$ cat config.mk
export PLATFORM = sky130hd
export DESIGN_NAME = pe_precision_sequencer
export DESIGN_NICKNAME = d
export VERILOG_FILES = /design/src/rtl/bitblade_pkg.sv /design/src/rtl/pe_slice_select.sv /design/src/rtl/pe_precision_sequencer.sv
export SDC_FILE = /design/constraint.sdc
export NUM_CORES = 1
export LEC_CHECK = 0
export BUFFER_PORTS_ARGS = -buffer_cell sky130_fd_sc_hd__buf_4
export CAP_MARGIN = 10
export CORE_MARGIN = 5
export CORE_UTILIZATION = 23
export CTS_BUF_LIST = sky130_fd_sc_hd__clkbuf_8
export CTS_CLUSTER_SIZE = 14
export DETAILED_ROUTE_END_ITERATION = 10
export PLACE_DENSITY_LB_ADDON = 0.08
export REMOVE_ABC_BUFFERS = 1
export SLEW_MARGIN = 10
export SYNTH_ARGS = -nofsm -noshare
export SYNTH_HDL_FRONTEND = slang
export SYNTH_HIERARCHICAL = 1
export SYNTH_SLANG_ARGS = --single-unit
$ cat constraint.sdc
create_clock -name clk -period 7.13 [get_ports clk]
set_input_delay 1.426 -clock clk [delete_from_list [all_inputs] [get_ports clk]]
set_output_delay 1.426 -clock clk [all_outputs]
set_load 0.02 [all_outputs]
$ cat src/rtl/bitblade_pkg.sv
// Shared constants, state encoding and precision decode for the bitblade PE sequencer.
package bitblade_pkg;

   localparam int NUM_BB   = 16;
   localparam int SLICE_W  = 2;
   localparam int ELEM_W   = 8;
   localparam int PE_SUM_W = 10;

   localparam logic [1:0] PREC_2B = 2'd0;
   localparam logic [1:0] PREC_4B = 2'd1;
   localparam logic [1:0] PREC_8B = 2'd2;

   typedef enum logic [1:0] {
      IDLE  = 2'd0,
      ISSUE = 2'd1,
      DRAIN = 2'd2,
      DONE  = 2'd3
   } seq_state_e;

   // Code 3 is not a distinct precision; it decodes as 8 bits.
   function automatic logic [2:0] prec_to_slices(input logic [1:0] prec);
      case (prec)
         PREC_2B: return 3'd1;
         PREC_4B: return 3'd2;
         default: return 3'd4;
      endcase
   endfunction

endpackage

$ cat src/rtl/pe_slice_select.sv
// Picks 2-bit slice number idx out of every 8-bit element and packs the slices onto one bus.
module pe_slice_select
   import bitblade_pkg::*;
(
   input  logic [NUM_BB*ELEM_W-1:0]  vec,
   input  logic [1:0]                idx,
   output logic [NUM_BB*SLICE_W-1:0] slices
);

   for (genvar i = 0; i < NUM_BB; i++) begin : g_bb
      logic [ELEM_W-1:0] elem;
      assign elem = vec[ELEM_W*i +: ELEM_W];
      assign slices[SLICE_W*i +: SLICE_W] = elem[SLICE_W*idx +: SLICE_W];
   end

endmodule

$ cat src/rtl/pe_precision_sequencer.sv
// Walks a fusion-unit PE through all (x-slice, y-slice) pairs of a 16-element dot product
// and shift-accumulates the returned partial sums into a full-precision result.
//
//   state | meaning
//   IDLE  | ready for an operand set
//   ISSUE | one slice pair per cycle to the PE, j inner / k outer
//   DRAIN | PE outputs still in flight, slice buses held at 0
//   DONE  | result presented until the consumer takes it
module pe_precision_sequencer
   import bitblade_pkg::*;
#(
   parameter int PE_LAT = 1,
   parameter int ACC_W  = 21
) (
   input  logic                        clk,
   input  logic                        reset,
   input  logic                        in_valid,
   output logic                        in_ready,
   input  logic [NUM_BB*ELEM_W-1:0]    x_vec,
   input  logic [NUM_BB*ELEM_W-1:0]    y_vec,
   input  logic [1:0]                  prec_x,
   input  logic [1:0]                  prec_y,
   input  logic                        signed_x,
   input  logic                        signed_y,
   output logic [NUM_BB*SLICE_W-1:0]   pe_x,
   output logic [NUM_BB*SLICE_W-1:0]   pe_y,
   output logic                        pe_sign_x,
   output logic                        pe_sign_y,
   input  logic [PE_SUM_W-1:0]         pe_sum,
   output logic                        out_valid,
   input  logic                        out_ready,
   output logic [ACC_W-1:0]            out_sum
);

   localparam int CNT_W = (PE_LAT > 1) ? $clog2(PE_LAT) : 1;
   localparam int BUS_W = NUM_BB*ELEM_W;
   localparam int PE_W  = NUM_BB*SLICE_W;

   seq_state_e         state_q, state_d;
   logic [BUS_W-1:0]   x_q, y_q;
   logic [1:0]         jmax_q, kmax_q, j_q, k_q;
   logic               sx_q, sy_q;
   logic [CNT_W-1:0]   drain_cnt_q;
   logic [PE_LAT-1:0]  tag_v_q;
   logic [3:0]         tag_sh_q [PE_LAT];
   logic [ACC_W-1:0]   acc_q;

   logic               issue, accept, last_pass;
   logic [PE_W-1:0]    sel_x, sel_y;
   logic [3:0]         shift_now;
   logic [ACC_W-1:0]   addend;

   pe_slice_select u_sel_x (.vec(x_q), .idx(j_q), .slices(sel_x));
   pe_slice_select u_sel_y (.vec(y_q), .idx(k_q), .slices(sel_y));

   assign accept    = in_valid & in_ready;
   assign last_pass = (j_q == jmax_q) && (k_q == kmax_q);
   assign shift_now = {({1'b0, j_q} + {1'b0, k_q}), 1'b0};
   assign addend    = {{(ACC_W-PE_SUM_W){pe_sum[PE_SUM_W-1]}}, pe_sum} << tag_sh_q[PE_LAT-1];

   assign pe_x      = issue ? sel_x : '0;
   assign pe_y      = issue ? sel_y : '0;
   assign pe_sign_x = issue & sx_q & (j_q == jmax_q);
   assign pe_sign_y = issue & sy_q & (k_q == kmax_q);
   assign out_sum   = out_valid ? acc_q : '0;

   always_comb begin
      state_d   = state_q;
      in_ready  = 1'b0;
      out_valid = 1'b0;
      issue     = 1'b0;
      case (state_q)
         IDLE: begin
            in_ready = 1'b1;
            if (in_valid) state_d = ISSUE;
         end
         ISSUE: begin
            issue = 1'b1;
            if (last_pass) state_d = DRAIN;
         end
         DRAIN: begin
            if (drain_cnt_q == '0) state_d = DONE;
         end
         DONE: begin
            out_valid = 1'b1;
            if (out_ready) state_d = IDLE;
         end
         default: state_d = IDLE;
      endcase
   end

   always_ff @(posedge clk or negedge reset) begin
      if (!reset) state_q <= IDLE;
      else        state_q <= state_d;
   end

   always_ff @(posedge clk or negedge reset) begin
      if (!reset) begin
         x_q         <= '0;
         y_q         <= '0;
         jmax_q      <= '0;
         kmax_q      <= '0;
         j_q         <= '0;
         k_q         <= '0;
         sx_q        <= 1'b0;
         sy_q        <= 1'b0;
         drain_cnt_q <= '0;
         tag_v_q     <= '0;
         acc_q       <= '0;
         for (int s = 0; s < PE_LAT; s++) tag_sh_q[s] <= '0;
      end else begin
         case (state_q)
            IDLE: begin
               if (in_valid) begin
                  x_q    <= x_vec;
                  y_q    <= y_vec;
                  jmax_q <= 2'(prec_to_slices(prec_x) - 3'd1);
                  kmax_q <= 2'(prec_to_slices(prec_y) - 3'd1);
                  sx_q   <= signed_x;
                  sy_q   <= signed_y;
                  j_q    <= '0;
                  k_q    <= '0;
               end
            end
            ISSUE: begin
               if (j_q == jmax_q) begin
                  j_q <= '0;
                  k_q <= k_q + 2'd1;
               end else begin
                  j_q <= j_q + 2'd1;
               end
               if (last_pass) drain_cnt_q <= CNT_W'(PE_LAT - 1);
            end
            DRAIN: begin
               if (drain_cnt_q != '0) drain_cnt_q <= drain_cnt_q - 1'b1;
            end
            default: ;
         endcase

         // Tags ride alongside the PE register stage so each pe_sum meets its own shift.
         tag_v_q[0]  <= issue;
         tag_sh_q[0] <= issue ? shift_now : 4'd0;
         for (int s = 1; s < PE_LAT; s++) begin
            tag_v_q[s]  <= tag_v_q[s-1];
            tag_sh_q[s] <= tag_sh_q[s-1];
         end

         if (accept)                   acc_q <= '0;
         else if (tag_v_q[PE_LAT-1])   acc_q <= acc_q + addend;
      end
   end

endmodule

# Word-level counts from Yosys, hierarchy flattened
# Cells that the tools add are included.
totals:
  output_inout_bits: 89
  regBits: 295
classes:
  add_sub_neg: 7
  bitwise: 5
  shifts: 33
  reduce_logical: 12
  n_mux: 28
  eq_ne: 12
ops:
  columns: ["operator", "n"]
  rows:
  - ["$shiftx 8x4->2", 32]
  - ["$mux 32", 2]
  - ["$mux 21", 3]
  - ["$mux 2", 11]
  - ["$add 21x21->21", 1]
  - ["$shl 21x4->21", 1]
  - ["$pmux 2 s2", 4]
  - ["$ne 2x2->1 const B", 5]
  - ["$pmux 2 s4", 1]
  - ["$eq 2x1->1 const B", 3]
  - ["$logic_not 2->1", 3]
  - ["$reduce_and 2->1", 3]
  - ["$reduce_bool 2->1", 3]
  - ["$and 1x1->1", 5]
  - ["$mux 1", 5]
  - ["$add 2x1->2 const B", 2]
  - ["$eq 2x2->1", 2]
  - ["$eq 2x2->1 const B", 2]
  - ["$mux 4", 1]
  - ["$reduce_and 4->1", 1]
  - ["$sub 2x1->2 const B", 2]
  - ["$add 2x2->3", 1]
  - ["$reduce_and 3->1", 1]
  - ["$pmux 1 s2", 1]
  - ["other kinds (2)", 2]

# Longest topological paths before layout
logic_depth:
  ltp_word: 5
  mapped_depth: 14
  mapped_depth_nobuf: 12

# Modules after synthesis
# The synthesis kept the hierarchy.
modules_own_cells:
  columns: ["module", "area_each_um2", "seq_area_each_um2", "n_inst", "cells_each"]
  rows:
  - ["pe_precision_sequencer", 13242.7, 7332.0, 1, 1553]
  - ["pe_slice_select", 814.5, 0.0, 2, 39]

# Worst setup path before layout
# No wires, ideal clock.
synth_path:
  path_kind: "input to register"
  start: "input pe_sum[3]"
  end: "register acc_q[14]"
  setup_time_ns: 0.133
  t_arrival_ns: 3.425
  stages: 11
  path_buffers: 0
  path_slack_ns: 3.572
  path_cell_list: "mux2_2 > nand2_1 > o21ai_0 > o2bb2ai_1 > ha_1 > a21oi_1 > o21ai_1 > a31o_1 > or2_4 > a2111oi_4 > a211oi_2"
synth_via:
  elab_chain_cells: 4
synth_lines:
  columns: ["item", "line", "text"]
  rows:
  - ["start: declaration", "pe_precision_sequencer.sv:29", "input logic [PE_SUM_W-1:0] pe_sum,"]
  - ["$shl 21x4->21", "pe_precision_sequencer.sv:59", "assign addend = {{(ACC_W-PE_SUM_W){pe_sum[PE_SUM_W-1]}}, pe_sum} << tag_sh_q[PE_LAT-1];"]
  - ["$add 21x21->21", "pe_precision_sequencer.sv:149", "else if (tag_v_q[PE_LAT-1]) acc_q <= acc_q + addend;"]
  - ["$mux 21", "pe_precision_sequencer.sv:149", null]
  - ["$mux 21", "pe_precision_sequencer.sv:148", "if (accept) acc_q <= '0;"]
  - ["end signal: assignment", "pe_precision_sequencer.sv:149", null]
  - ["end: declaration", "pe_precision_sequencer.sv:46", "logic [ACC_W-1:0] acc_q;"]
# Every way passes these cells. The select of a mux whose other input is x is not followed.
# A chain may end at the register's enable or synchronous reset.

# Final worst setup path
layout_path:
  start: "register j_q[0]"
  end: "output pe_x[13]"
layout_via:
  elab_chain_cells: 2
layout_lines:
  columns: ["item", "line", "text"]
  rows:
  - ["start: declaration", "pe_precision_sequencer.sv:41", "logic [1:0] jmax_q, kmax_q, j_q, k_q;"]
  - ["start signal: assignment", "pe_precision_sequencer.sv:130", "j_q <= j_q + 2'd1;"]
  - ["$shiftx 8x4->2", "pe_slice_select.sv:13", "assign slices[SLICE_W*i +: SLICE_W] = elem[SLICE_W*idx +: SLICE_W];"]
  - ["via sel_x[13]", "pe_precision_sequencer.sv:49", "logic [PE_W-1:0] sel_x, sel_y;"]
  - ["$mux 32", "pe_precision_sequencer.sv:61", "assign pe_x = issue ? sel_x : '0;"]
  - ["end: declaration", "pe_precision_sequencer.sv:25", "output logic [NUM_BB*SLICE_W-1:0] pe_x,"]
# The timed path passes the listed nets, and every way through them passes these cells.

==> reports/metrics.yaml <==
finalMaxSlewViolations: 0
cts_sinks: 293
die_area_um2: 69800
ctsResizeCount: 0
multi_input_area_um2: 7020
max_freq_ghz: 0.229
grt-ovfl-total: 0
relSlewSlack_pct: 29.3
synth_top_area_cell: "dfrtp_1"
fillerInstances: 6940
synth_edf_count: 0
p_clk_share_pct: 20.8
swShare_pct: 39.7
vdd_drop_max_mv: 0.156
synthArstFlopShare_pct: 100
grt_max_degree: 170
skew_ns: 0.0206
cp-end-kind: "primary output"
outcome: "complete, no violations"
hold_viol_final: 0
required_ns: 5.70
wl_per_cell_um: 18.1
hpwl_um: 35500
postRouteAntennaNets: 0
die_h_um: 264
final.period_utilization_pct: 61.3
netlist_instances: 1631
initial_core_util_pct: 23.2
via_count: 12377
cp_max_fo: 24
grt_util_all_layers_pct: 14.6
drt_iter0_markers: 525
p_leak_nw: 10.0
post_dp_cell_area_um2: 18300
intPower_w: 0.00507
powerDensity_nw_per_um2: 431
cts_tree: "built"
worst_pin_slew_ns: 1.06
critPathKind: "register to primary output"
final_layout_size_suffix_gt1_share_pct: 26.7
clock_path_buffers: 3
cts_htree_levels: 2
seqPwrFrac_pct: 35.5
synth_seq_cells: 293
crit_path_start_kind: "register"
regArea_um2: 7340
comb_power_share_pct: 43.8
cts_buffers: 59
root_buffer: "clkbuf_8"
routed_via_density: 4.32
worstPathArrival_ns: 2.94
netlist.area_leader.share_pct: 49.3
dr.pass1.iters: 6
synthFlopType: "dfrtp_1"
postCtsSetupRepairBufs: 0
antenna_found_initial: 10
synth_common_cells: "nand2_1 (820), dfrtp_1 (293), and2_1 (93), clkbuf_1 (78), mux4_2 (60)"
num_rows: 93
synth_area_leaders: "dfrtp_1 (49%), nand2_1 (21%), mux4_2 (9.1%), and2_1 (3.9%), ha_1 (2.1%)"
cts-hold-fix-buffers: 0
post-synth-top-count-cell: "nand2_1"
p_switching_w: 0.00334
clkLatencyLatePin_ns: 0.65
finalNetCount: 2273
syn_area_um2: 14900
synth_cell_types: 60
place_congestion: 0.806
avgSynthCellArea_um2: 9.12
core_um2: 64200
io_buffers: 364
drv_cap: 0
ys_warn_count: 6
syn2layout_area_growth_pct: 31.2
hp-class: "register to register"
rsz0062_at_grt: "false"
io_pins: 365
clkTransAtPathRegs_ns: 0.06
grt_pass1_wl_um: 80800
finalWirelength_um: 51900
setup_violations: 0
utilization_pct: 30.4
period_needed_ns: 4.37
seq_area_frac_synth_pct: 49.3
tns_ns: 0
drc: 0
first_global_vias: 13373
die_w_um: 264
power_w: 0.00841
final_area_um2: 19500
[cell families (layout without fill, tap and decap cells)]
family                     after synthesis  count (layout)  synth area share [%]
AOI/OAI and AO/OA                      116             116                  5.40
xor gates and xnor gates                11              11                 0.648
buffers and inverters                  111             485                  3.65
adders and majority gates               27              27                  2.37
and+or+nand+nor                        987             987                  27.3
muxes                                   86              86                  11.3
DFF                                    293             293                  49.3
other                                    0               6                     0
[layer usage]
metal  vias to the layer above  GRT usage, %  part of all wire (%)
met5                         -             0                 0.091
met4                         6          3.87                   1.9
met3                        68          3.54                   5.6
met2                       263          24.6                    50
met1                      6051          18.8                    43
li1                       5989             -                     -
[flip-flops by register name, summed over array words and instances (netlist names)]
signal,count
state_q,2
sx_q,1
j_q,2
tag_sh_q,3
sy_q,1
y_q,128
x_q,128
kmax_q,2
k_q,2
jmax_q,2
acc_q,21
tag_v_q,1
[worst max-delay path, cell delays in order (launching register included)]
cell     delay [ns]
dfrtp_2        0.92
buf_4          0.45
mux4_1         0.59
and2_1         0.17
buf_4          0.15
[placed cells by master, fill, tap and decap left out, types with 13 or more instances in the layout]
master and instances:
a21o_1 13, a21oi_1 32, and2_1 92, buf_4 373
clkbuf_8 70, dfrtp_1 289, ha_1 24, inv_1 31
mux2i_1 16, mux4_2 60, nand2_1 819, nor2_1 20
nor3_1 15, o21ai_0 20
[final timing paths]
kind                                            start               endpoint  slack, ns  cells past startpoint
max in group asynchronous                       reset    y_q[29]$_DFFE_PN0P_       4.98                      2
worst max register to register  tag_sh_q[1]$_DFF_PN0_  acc_q[18]$_DFFE_PN0P_       3.78                     10
worst min-delay path              x_q[52]$_DFFE_PN0P_    x_q[52]$_DFFE_PN0P_       0.46                      2
worst max-delay path               j_q[0]$_DFFE_PN0P_               pe_x[13]       2.76                      4
worst min register to register    x_q[52]$_DFFE_PN0P_    x_q[52]$_DFFE_PN0P_       0.46                      2
min in group asynchronous                       reset    x_q[10]$_DFFE_PN0P_       0.82                      1
[final cells by class]
class | instances | area share [%]
Sequential cell | 293 | 37.6
Multi-Input combinational cell | 1227 | 36.0
Timing Repair Buffer | 376 | 14.6
Tap cell | 855 | 5.48
Clock buffer | 70 | 4.94
Clock inverter | 26 | 1.02
Inverter | 13 | 0.250
Antenna cell | 6 | 0.0770
[metrics by stage]
step | worst slack [ns] | cells | hold slack, ns
after global placement | 3.18 | 2764 | 0.454
after floorplan | 0.281 | 1533 | 0.437
after global routing | 2.49 | 2864 | 0.484
after detailed placement | 3.16 | 2764 | 0.457
final | 2.76 | 2866 | 0.465
after CTS | 2.59 | 2860 | 0.472
[power groups by stage]
| stage | Sequential, W | Clock [W] | Combinational (W) |
|---|---|---|---|
| 2_1_floorplan | 0.00286 | 0 | 0.00266 |
| 3_3_place_gp | 0.00302 | 0 | 0.00374 |
| 5_1_grt | 0.00310 | 0.00191 | 0.00414 |
| 3_5_place_dp | 0.00302 | 0 | 0.00376 |
| 4_1_cts | 0.00300 | 0.00184 | 0.00377 |
| 6_report | 0.00298 | 0.00174 | 0.00368 |
No activity file was read; power rests on OpenSTA's default activity.
